## config.mk

```make
export PLATFORM = sky130hd
export DESIGN_NAME = spi_req_arbiter
export DESIGN_NICKNAME = d
export VERILOG_FILES = /design/src/rtl/spi_arb_pkg.sv /design/src/rtl/spi_req_arbiter_rr_arbiter.sv /design/src/rtl/spi_req_arbiter.sv
export SDC_FILE = /design/constraint.sdc
export NUM_CORES = 1
export LEC_CHECK = 0
export CAP_MARGIN = 40
export CORE_MARGIN = 4
export CORE_UTILIZATION = 55
export CTS_CLUSTER_DIAMETER = 60
export DETAILED_ROUTE_END_ITERATION = 12
export DONT_BUFFER_PORTS = 1
export PLACE_DENSITY = 0.77
export SYNTH_ARGS = -nofsm -noshare
export SYNTH_HDL_FRONTEND = slang
export SYNTH_HIERARCHICAL = 1
export SYNTH_SLANG_ARGS = --single-unit
```

## constraint.sdc

```tcl
create_clock -name i_clk -period 6.2 [get_ports i_clk]
set_clock_uncertainty 0.15 [all_clocks]
set_input_delay 0.62 -clock i_clk [delete_from_list [all_inputs] [get_ports i_clk]]
set_output_delay 0.62 -clock i_clk [all_outputs]
set_load 0.01 [all_outputs]
```

## src/rtl/spi_arb_pkg.sv

```systemverilog
// Shared types and helpers for the SPI request arbiter.
// Used by spi_req_arbiter and rr_arbiter.
package spi_arb_pkg;

    typedef enum logic [2:0] {
        ST_IDLE  = 3'd0,
        ST_START = 3'd1,
        ST_WAIT  = 3'd2,
        ST_RESP  = 3'd3,
        ST_GAP   = 3'd4
    } arb_state_e;

    localparam int MAX_REQ = 8;

    // Round-robin pointer advance: one past the granted index, wrapping at n.
    function automatic int ptr_next(input int g, input int n);
        return (g + 1 >= n) ? 0 : g + 1;
    endfunction

endpackage

```

## src/rtl/spi_req_arbiter_rr_arbiter.sv

```systemverilog
// Combinational round-robin grant: first valid requester at or above the pointer,
// wrapping modulo N. Produces one-hot grant, grant index and an any-valid flag.
module rr_arbiter #(
    parameter int N  = 4,
    parameter int IW = 2
) (
    input  logic [N-1:0]  valid_i,
    input  logic [IW-1:0] ptr_i,
    output logic [N-1:0]  gnt_oh_o,
    output logic [IW-1:0] gnt_idx_o,
    output logic          any_o
);

    always_comb begin
        int k;
        gnt_oh_o  = '0;
        gnt_idx_o = '0;
        any_o     = 1'b0;
        k         = 0;
        for (int off = 0; off < N; off++) begin
            k = int'(ptr_i) + off;
            if (k >= N) k = k - N;
            if (!any_o && valid_i[k]) begin
                any_o       = 1'b1;
                gnt_idx_o   = IW'(k);
                gnt_oh_o[k] = 1'b1;
            end
        end
    end

endmodule

```

## src/rtl/spi_req_arbiter.sv

```systemverilog
// Shares one SPI master engine between NUM_REQ requesters: round-robin accept, start,
// wait for done, respond, inter-frame gap. Optional WAIT watchdog via SPI_ARB_TIMEOUT_EN.
//
// state | meaning
// IDLE  | offer ready to the round-robin winner, accept on valid
// START | one-cycle engine start, select the granted device
// WAIT  | select held, waiting for engine done (or watchdog expiry)
// RESP  | one-cycle response pulse to the granted requester
// GAP   | GAP_CYC cycles with all selects low
module spi_req_arbiter
    import spi_arb_pkg::*;
#(
    parameter int NUM_REQ     = 4,
    parameter int DATA_W      = 16,
    parameter int GAP_CYC     = 2,
    parameter int TIMEOUT_CYC = 1024
) (
    input  logic                      i_clk,
    input  logic                      i_rst_n,
    input  logic [NUM_REQ-1:0]        i_req_valid,
    output logic [NUM_REQ-1:0]        o_req_ready,
    input  logic [NUM_REQ*DATA_W-1:0] i_req_data,
    output logic [NUM_REQ-1:0]        o_rsp_valid,
    output logic [DATA_W-1:0]         o_rsp_data,
    output logic                      o_spi_start,
    output logic [DATA_W-1:0]         o_spi_tx,
    input  logic                      i_spi_done,
    input  logic [DATA_W-1:0]         i_spi_rx,
    output logic [NUM_REQ-1:0]        o_cs_sel,
    output logic                      o_busy,
    output logic                      o_timeout
);

    localparam int IW = (NUM_REQ > 1) ? $clog2(NUM_REQ) : 1;
    localparam int GW = (GAP_CYC > 1) ? $clog2(GAP_CYC) : 1;

    if (NUM_REQ < 1 || NUM_REQ > MAX_REQ) begin : g_bad_num_req
        $error("spi_req_arbiter: NUM_REQ out of range");
    end

    arb_state_e          state_q, state_d;
    logic [IW-1:0]       ptr_q;
    logic [IW-1:0]       gidx_q;
    logic [DATA_W-1:0]   tx_q;
    logic [DATA_W-1:0]   rsp_data_q;
    logic [GW-1:0]       gap_cnt_q;

    logic [NUM_REQ-1:0]  gnt_oh;
    logic [IW-1:0]       gnt_idx;
    logic                any_valid;
    logic [NUM_REQ-1:0]  sel_oh;
    logic                accept;
    logic                expire;

    rr_arbiter #(
        .N  (NUM_REQ),
        .IW (IW)
    ) u_rr (
        .valid_i   (i_req_valid),
        .ptr_i     (ptr_q),
        .gnt_oh_o  (gnt_oh),
        .gnt_idx_o (gnt_idx),
        .any_o     (any_valid)
    );

    assign accept = (state_q == ST_IDLE) && any_valid;

    always_comb begin
        sel_oh         = '0;
        sel_oh[gidx_q] = 1'b1;
    end

`ifdef SPI_ARB_TIMEOUT_EN
    localparam int TW = $clog2(TIMEOUT_CYC + 1);
    logic [TW-1:0] tmo_cnt_q;

    // Done in the expiry cycle takes priority over the watchdog.
    assign expire = (state_q == ST_WAIT) && !i_spi_done && (tmo_cnt_q == TW'(TIMEOUT_CYC));

    always_ff @(posedge i_clk) begin
        if (!i_rst_n) begin
            tmo_cnt_q <= '0;
        end else if (state_q == ST_WAIT) begin
            tmo_cnt_q <= tmo_cnt_q + TW'(1);
        end else begin
            tmo_cnt_q <= '0;
        end
    end
`else
    logic unused_timeout_cfg;
    assign expire             = 1'b0;
    assign unused_timeout_cfg = (TIMEOUT_CYC != 0);
`endif

    always_ff @(posedge i_clk) begin
        if (!i_rst_n) begin
            state_q <= ST_IDLE;
        end else begin
            state_q <= state_d;
        end
    end

    always_comb begin
        state_d = state_q;
        unique case (state_q)
            ST_IDLE:  if (any_valid) state_d = ST_START;
            ST_START: state_d = ST_WAIT;
            ST_WAIT:  if (i_spi_done || expire) state_d = ST_RESP;
            ST_RESP:  state_d = (GAP_CYC == 0) ? ST_IDLE : ST_GAP;
            ST_GAP:   if (gap_cnt_q == '0) state_d = ST_IDLE;
            default:  state_d = ST_IDLE;
        endcase
    end

    always_ff @(posedge i_clk) begin
        if (!i_rst_n) begin
            ptr_q      <= '0;
            gidx_q     <= '0;
            tx_q       <= '0;
            rsp_data_q <= '0;
            gap_cnt_q  <= '0;
        end else begin
            if (accept) begin
                gidx_q <= gnt_idx;
                tx_q   <= i_req_data[int'(gnt_idx)*DATA_W +: DATA_W];
                ptr_q  <= IW'(ptr_next(int'(gnt_idx), NUM_REQ));
            end
            if (state_q == ST_WAIT && i_spi_done) begin
                rsp_data_q <= i_spi_rx;
            end else if (expire) begin
                rsp_data_q <= '1;
            end
            // Loaded in RESP so GAP lasts exactly GAP_CYC cycles.
            if (state_q == ST_RESP) begin
                gap_cnt_q <= GW'(GAP_CYC - 1);
            end else if (state_q == ST_GAP && gap_cnt_q != '0) begin
                gap_cnt_q <= gap_cnt_q - GW'(1);
            end
        end
    end

    always_comb begin
        o_req_ready = '0;
        o_rsp_valid = '0;
        o_cs_sel    = '0;
        o_spi_start = 1'b0;
        o_busy      = (state_q != ST_IDLE);
        o_timeout   = expire;
        unique case (state_q)
            ST_IDLE:  o_req_ready = gnt_oh;
            ST_START: begin
                o_spi_start = 1'b1;
                o_cs_sel    = sel_oh;
            end
            ST_WAIT:  o_cs_sel = sel_oh;
            ST_RESP:  o_rsp_valid = sel_oh;
            ST_GAP:   ;
            default:  ;
        endcase
    end

    assign o_spi_tx   = tx_q;
    assign o_rsp_data = rsp_data_q;

endmodule
```

# After elaboration in Yosys (flattened, before gate mapping)
# Index checks and enable logic that the tools add are counted.
op_classes:
  add_sub_neg: 9
  mul: 0
  n_div: 0
  order_cmp: 15
  eq_ne: 7
  n_shift: 1
  muxes: 49
  bitwise_logic: 3
  reduce_logical: 19
op_table:
  columns: ["op", "count"]
  rows:
  - ["$ge A32 B1 Y1 const B", 4]
  - ["$lt A32 B4 Y1 const B", 4]
  - ["$mux W32", 4]
  - ["$ge A32 B4 Y1 const B", 3]
  - ["$sub A32 B4 Y32 const B", 3]
  - ["$shiftx A64 B7 Y16", 1]
  - ["$mux W4", 7]
  - ["$mux W1", 20]
  - ["$pmux W3 S5", 1]
  - ["$or A4 B4 Y4", 3]
  - ["$logic_and A1 B1 Y1", 11]
  - ["$demux W1 S2", 5]
  - ["$mux W2", 5]
  - ["$mux W3", 3]
  - ["$bmux W1 S2", 4]
  - ["$add A2 B1 Y3 const B", 2]
  - ["$add A2 B2 Y3 const B", 2]
  - ["$eq A3 B2 Y1 const B", 2]
  - ["$ne A2 B2 Y1 const B", 3]
  - ["$sub A2 B3 Y4 const B", 1]
  - ["$eq A3 B1 Y1 const B", 1]
  - ["$eq A3 B3 Y1 const B", 1]
  - ["$ge A2 B3 Y1 const B", 1]
  - ["$ge A3 B3 Y1 const B", 1]
  - ["9 further kinds", 11]
word_totals:
  register_bits: 40
  latch_bits: 0
  ram_bits: 0
  rom_bits: 0
  input_bits: 87
  output_inout_bits: 47
  memories: 0

# Longest topological paths before layout
logic_depth:
  depth_word: 18
  depth_mapped: 13
  mapped_depth_nobuf: 9

# Modules after synthesis
# The synthesis kept the hierarchy.
by_module_without_submodules:
  columns: ["module", "instances", "cells_per_inst", "area_each_um2", "seq_area_each_um2"]
  rows:
  - ["spi_req_arbiter", 1, 229, 1998.2, 800.8]
  - ["rr_arbiter", 1, 48, 459.2, 0.0]

# Least setup slack after synthesis
# Ideal clock, no wire load.
synth_timing:
  path_kind: "reg-to-reg"
  startpoint: "register ptr_q[0]"
  endpoint: "register tx_q[10] (netlist: o_spi_tx[10])"
  arrival_time_ns: 2.982
  t_required_ns: 5.918
  setup_slack_ns: 2.935
  stages_incl_launch_ff: 14
  path_buffers: 4
  synth_period_minus_slack_ns: 3.265
  path_cell_list: "dfxtp_1 -> buf_6 -> inv_1 -> ha_1 -> mux4_2 -> buf_6 -> and2b_2 -> o21ai_0 -> o31ai_1 -> buf_2 -> buf_2 -> mux4_2 -> nand2_1 -> a21oi_1"
synth_via:
  elab_chain_len: 16
synth_lines:
  columns: ["item", "line", "source"]
  rows:
  - ["start: declaration", "spi_req_arbiter.sv:42", "logic [IW-1:0] ptr_q;"]
  - ["start signal: assignment", "spi_req_arbiter.sv:126", "ptr_q <= IW'(ptr_next(int'(gnt_idx), NUM_REQ));"]
  - ["parallel branches: the longest is 14 deep, another holds $sub A32 B4 Y32", null, null]
  - ["$mux W2 (*)", "spi_req_arbiter_rr_arbiter.sv:23", "if (!any_o && valid_i[k]) begin"]
  - ["named net gnt_idx[0]", "spi_req_arbiter.sv:49", "logic [IW-1:0] gnt_idx;"]
  - ["$shiftx A64 B7 Y16 (*)", "spi_req_arbiter.sv:125", "tx_q <= i_req_data[int'(gnt_idx)*DATA_W +: DATA_W];"]
  - ["end signal: assignment", "spi_req_arbiter.sv:125", null]
  - ["end: declaration", "spi_req_arbiter.sv:44", "logic [DATA_W-1:0] tx_q;"]
# Mark *: on every way through the listed nets, which the timed path passes. The select of a mux whose other input is x is not followed.
# A chain may end at the register's enable or synchronous reset.

# Worst setup path in the final report
layout_timing:
  startpoint: "register ptr_q[0]"
  endpoint: "register tx_q[2] (netlist: o_spi_tx[2])"
# The elaborated chain is that of the path after synthesis.

==> impl_metrics.tcl <==
set metrics [dict create \
    routed.top_layer "met4" \
    hold_viol_final 0 \
    finalCoreUtilization_pct 59.5 \
    netlist_area_mm2 0.00246 \
    vias 1981 \
    die_area_mm2 0.00560 \
    met3_length_um 533 \
    synth-xor-area-share_pct 0.356 \
    io_buffers 0 \
    leakage_nw 0.888 \
    syn_inst 277 \
    path_class "reg2reg" \
    antenna_found_initial 0 \
    multiInputGateArea_mm2 0.00153 \
    synth_fa_ha_area_share_pct 4.58 \
    synth_top_area_share_pct 32.6 \
    synth_edf_count 0 \
    placementRows 24 \
    ys_ff_latch 40 \
    synthArstFlopShare_pct 0 \
    ctsHoldBuffers 0 \
    start_util_pct 56.4 \
    synth.avg_cell_area_um2 8.87 \
    synthTopCellsByCount "61 x nand2_1, 40 x dfxtp_1, 32 x a21oi_1" \
    dr.first_iter.drc_count 129 \
    clkLatencyLatePin_ns 0.29 \
    cts.sinks 40 \
    dp_hpwl_mm 4.33 \
    wl_met2_mm 2.87 \
    area_growth_pct 5.35 \
    synth.distinct_cells 41 \
    setup_violations 0 \
    track_usage_pct 19.4 \
    cts_tree "yes" \
    drv_cap 0 \
    crit_path_start_kind "register" \
    seq_area_um2 801 \
    clk_pin_slew_ns 0.08 \
    cts_buffer_depth 2 \
    cts-htree-levels 2 \
    place_congestion 0.835 \
    grt_pass1_wl_mm 8.47 \
    outcome "finished clean" \
    io_pins 134 \
    cp_data_arrival_time_ns 3.76 \
    tightest_slew_ns 0.807 \
    synth_area_leader_cell "dfxtp_1" \
    required_ns 6.20 \
    die_w_um 74.8 \
    post-route-period-util_pct 60.6 \
    synthMuxAreaShare_pct 20.0 \
    dr.pass1.iters 4 \
    synth_top_family_by_area "simple AND/OR/NAND/NOR gates" \
    via_per_inst 6.23 \
    cts_root_buf "clkbuf_8" \
    drc 0 \
    num_antenna_cells 0 \
    postRouteAntennaNets 0 \
    post_cts_buffers 0 \
    grt_overflow 0 \
    post-synth-top-count-cell "nand2_1" \
    syn_nets 373 \
    irDropWorstVdd_mv 0.288 \
    min_path_type "in2reg" \
    die_height_um 74.8 \
    wl_mm 5.72 \
    core_region_area_mm2 0.00435 \
    avgRoutedWirePerCell_um 18.0 \
    path_max_fanout 15 \
    cts_buffers 5 \
    ys_warn_count 6 \
    synth_compound_area_share_pct 14.0 \
    drive_gt1_share_pct 14.3 \
    slew_violations 0 \
    fmax_ghz 0.266 \
    first_global_vias 1858 \
    totalNegativeSetupSlack_ns 0 \
    crit_path_end_kind "register" \
    yosysSeqAreaShare_pct 32.6 \
    synth.area.top_cells "dfxtp_1 33%, mux4_2 11%, nand2_1 9.3%" \
    synthSimpleGateAreaFrac_pct 22.0 \
    rsz0062_at_grt "false" \
    wl_met1_mm 2.27 \
    power_density_mw_per_mm2 551 \
    grt_max_degree 22 \
    nFillCells 383 \
    synthFlopType "dfxtp_1" \
    nNetsFinal 361 \
    min_period_ns 3.76 \
    relSlewSlack_pct 46.2 \
    postCtsResizedCells 0 \
]
stage by stage:
stage          power (mW)  worst slack, ns  cells  cell area (um^2)  hold slack (ns)
2_1_floorplan        1.10             2.94    277              2460            0.307
3_3_place_gp         1.19             2.44    308              2430            0.319
3_5_place_dp         1.22             2.42    310              2470            0.341
4_1_cts              1.44             2.42    318              2590            0.291
5_1_grt              1.55             2.12    318              2590            0.293
6_report             1.43             2.44    318              2590            0.304
placed cells by master, fill, tap and decap left out, types with 2 or more instances in the layout:
| cell type | netlist | final |
|---|---|---|
| nand2_1 | 61 | 61 |
| dfxtp_1 | 40 | 40 |
| a21oi_1 | 32 | 32 |
| mux4_2 | 12 | 12 |
| nor2_1 | 10 | 10 |
| mux2i_1 | 9 | 9 |
| ha_1 | 9 | 9 |
| a22oi_1 | 8 | 8 |
| nand3_1 | 7 | 7 |
| mux2_2 | 7 | 7 |
| nand4_1 | 6 | 6 |
| o311ai_0 | 6 | 6 |
| o21ai_0 | 6 | 6 |
| clkbuf_8 | 0 | 5 |
| nand2b_1 | 4 | 4 |
| nor3_1 | 4 | 4 |
| inv_1 | 4 | 4 |
| and2_1 | 4 | 4 |
| nor3b_1 | 3 | 3 |
| buf_4 | 2 | 3 |
| nor4_1 | 2 | 2 |
| mux4_1 | 2 | 2 |
worst paths after layout:
path / start / endpoint / slack (ns) / depth (start not counted)
worst max-delay path: ptr_q[0]$_SDFFE_PN0P_ / o_spi_tx[2]$_SDFFE_PN0P_ / 2.44 / 10
worst min-delay path: i_spi_rx[15] / o_rsp_data[15]$_SDFFE_PN0P_ / 0.30 / 2
worst max register to register: ptr_q[0]$_SDFFE_PN0P_ / o_spi_tx[2]$_SDFFE_PN0P_ / 2.44 / 10
worst min register to register: gap_cnt_q$_SDFFE_PN0P_ / state_q[2]$_SDFFE_PN0P_ / 0.35 / 2
registers in the layout, summed over array words and instances, names as in the netlist:
signal	count
gap_cnt_q	1
gidx_q	2
o_rsp_data	16
o_spi_tx	16
ptr_q	2
state_q	3
worst max-delay path, stage by stage, from the launching register on:
cell and delay, ns:
dfxtp_1 0.75, inv_1 0.21, ha_1 0.40, mux4_2 0.44, and2b_2 0.31, o21ai_0 0.13, o31ai_4 0.27, buf_4 0.37
mux2_2 0.36, nand4_1 0.09, o311ai_0 0.14
layout make-up:
class / count / share of cell area, %
repair buffers: 5 / 2.37
multi-input cells: 208 / 59.0
well taps: 52 / 2.51
clock inverters: 3 / 1.79
flip-flops and latches: 40 / 30.9
inverters: 5 / 0.725
clock buffers: 5 / 2.66
where the power goes:
part           switching (mW)  internal, mW  total [mW]
clock                  0.0928         0.121       0.214
combinational           0.408         0.365       0.773
sequential              0.111         0.329       0.440
kinds of logic after synthesis:
logic type	after synthesis
XOR/XNOR	1
flip-flops	40
buffers and inverters	29
adder cells (fa/ha/maj)	9
multiplexers	30
AO/OA/AOI/OAI	57
AND/OR/NAND/NOR	110
other	1
metal layers:
metal | global-route usage (%) | up-vias
li1 | - | 977
met5 | 0 | -
met2 | 33.8 | 89
met3 | 6.68 | 5
met4 | 4.15 | 0
met1 | 23.0 | 910
No activity file was read; power rests on OpenSTA's default activity.
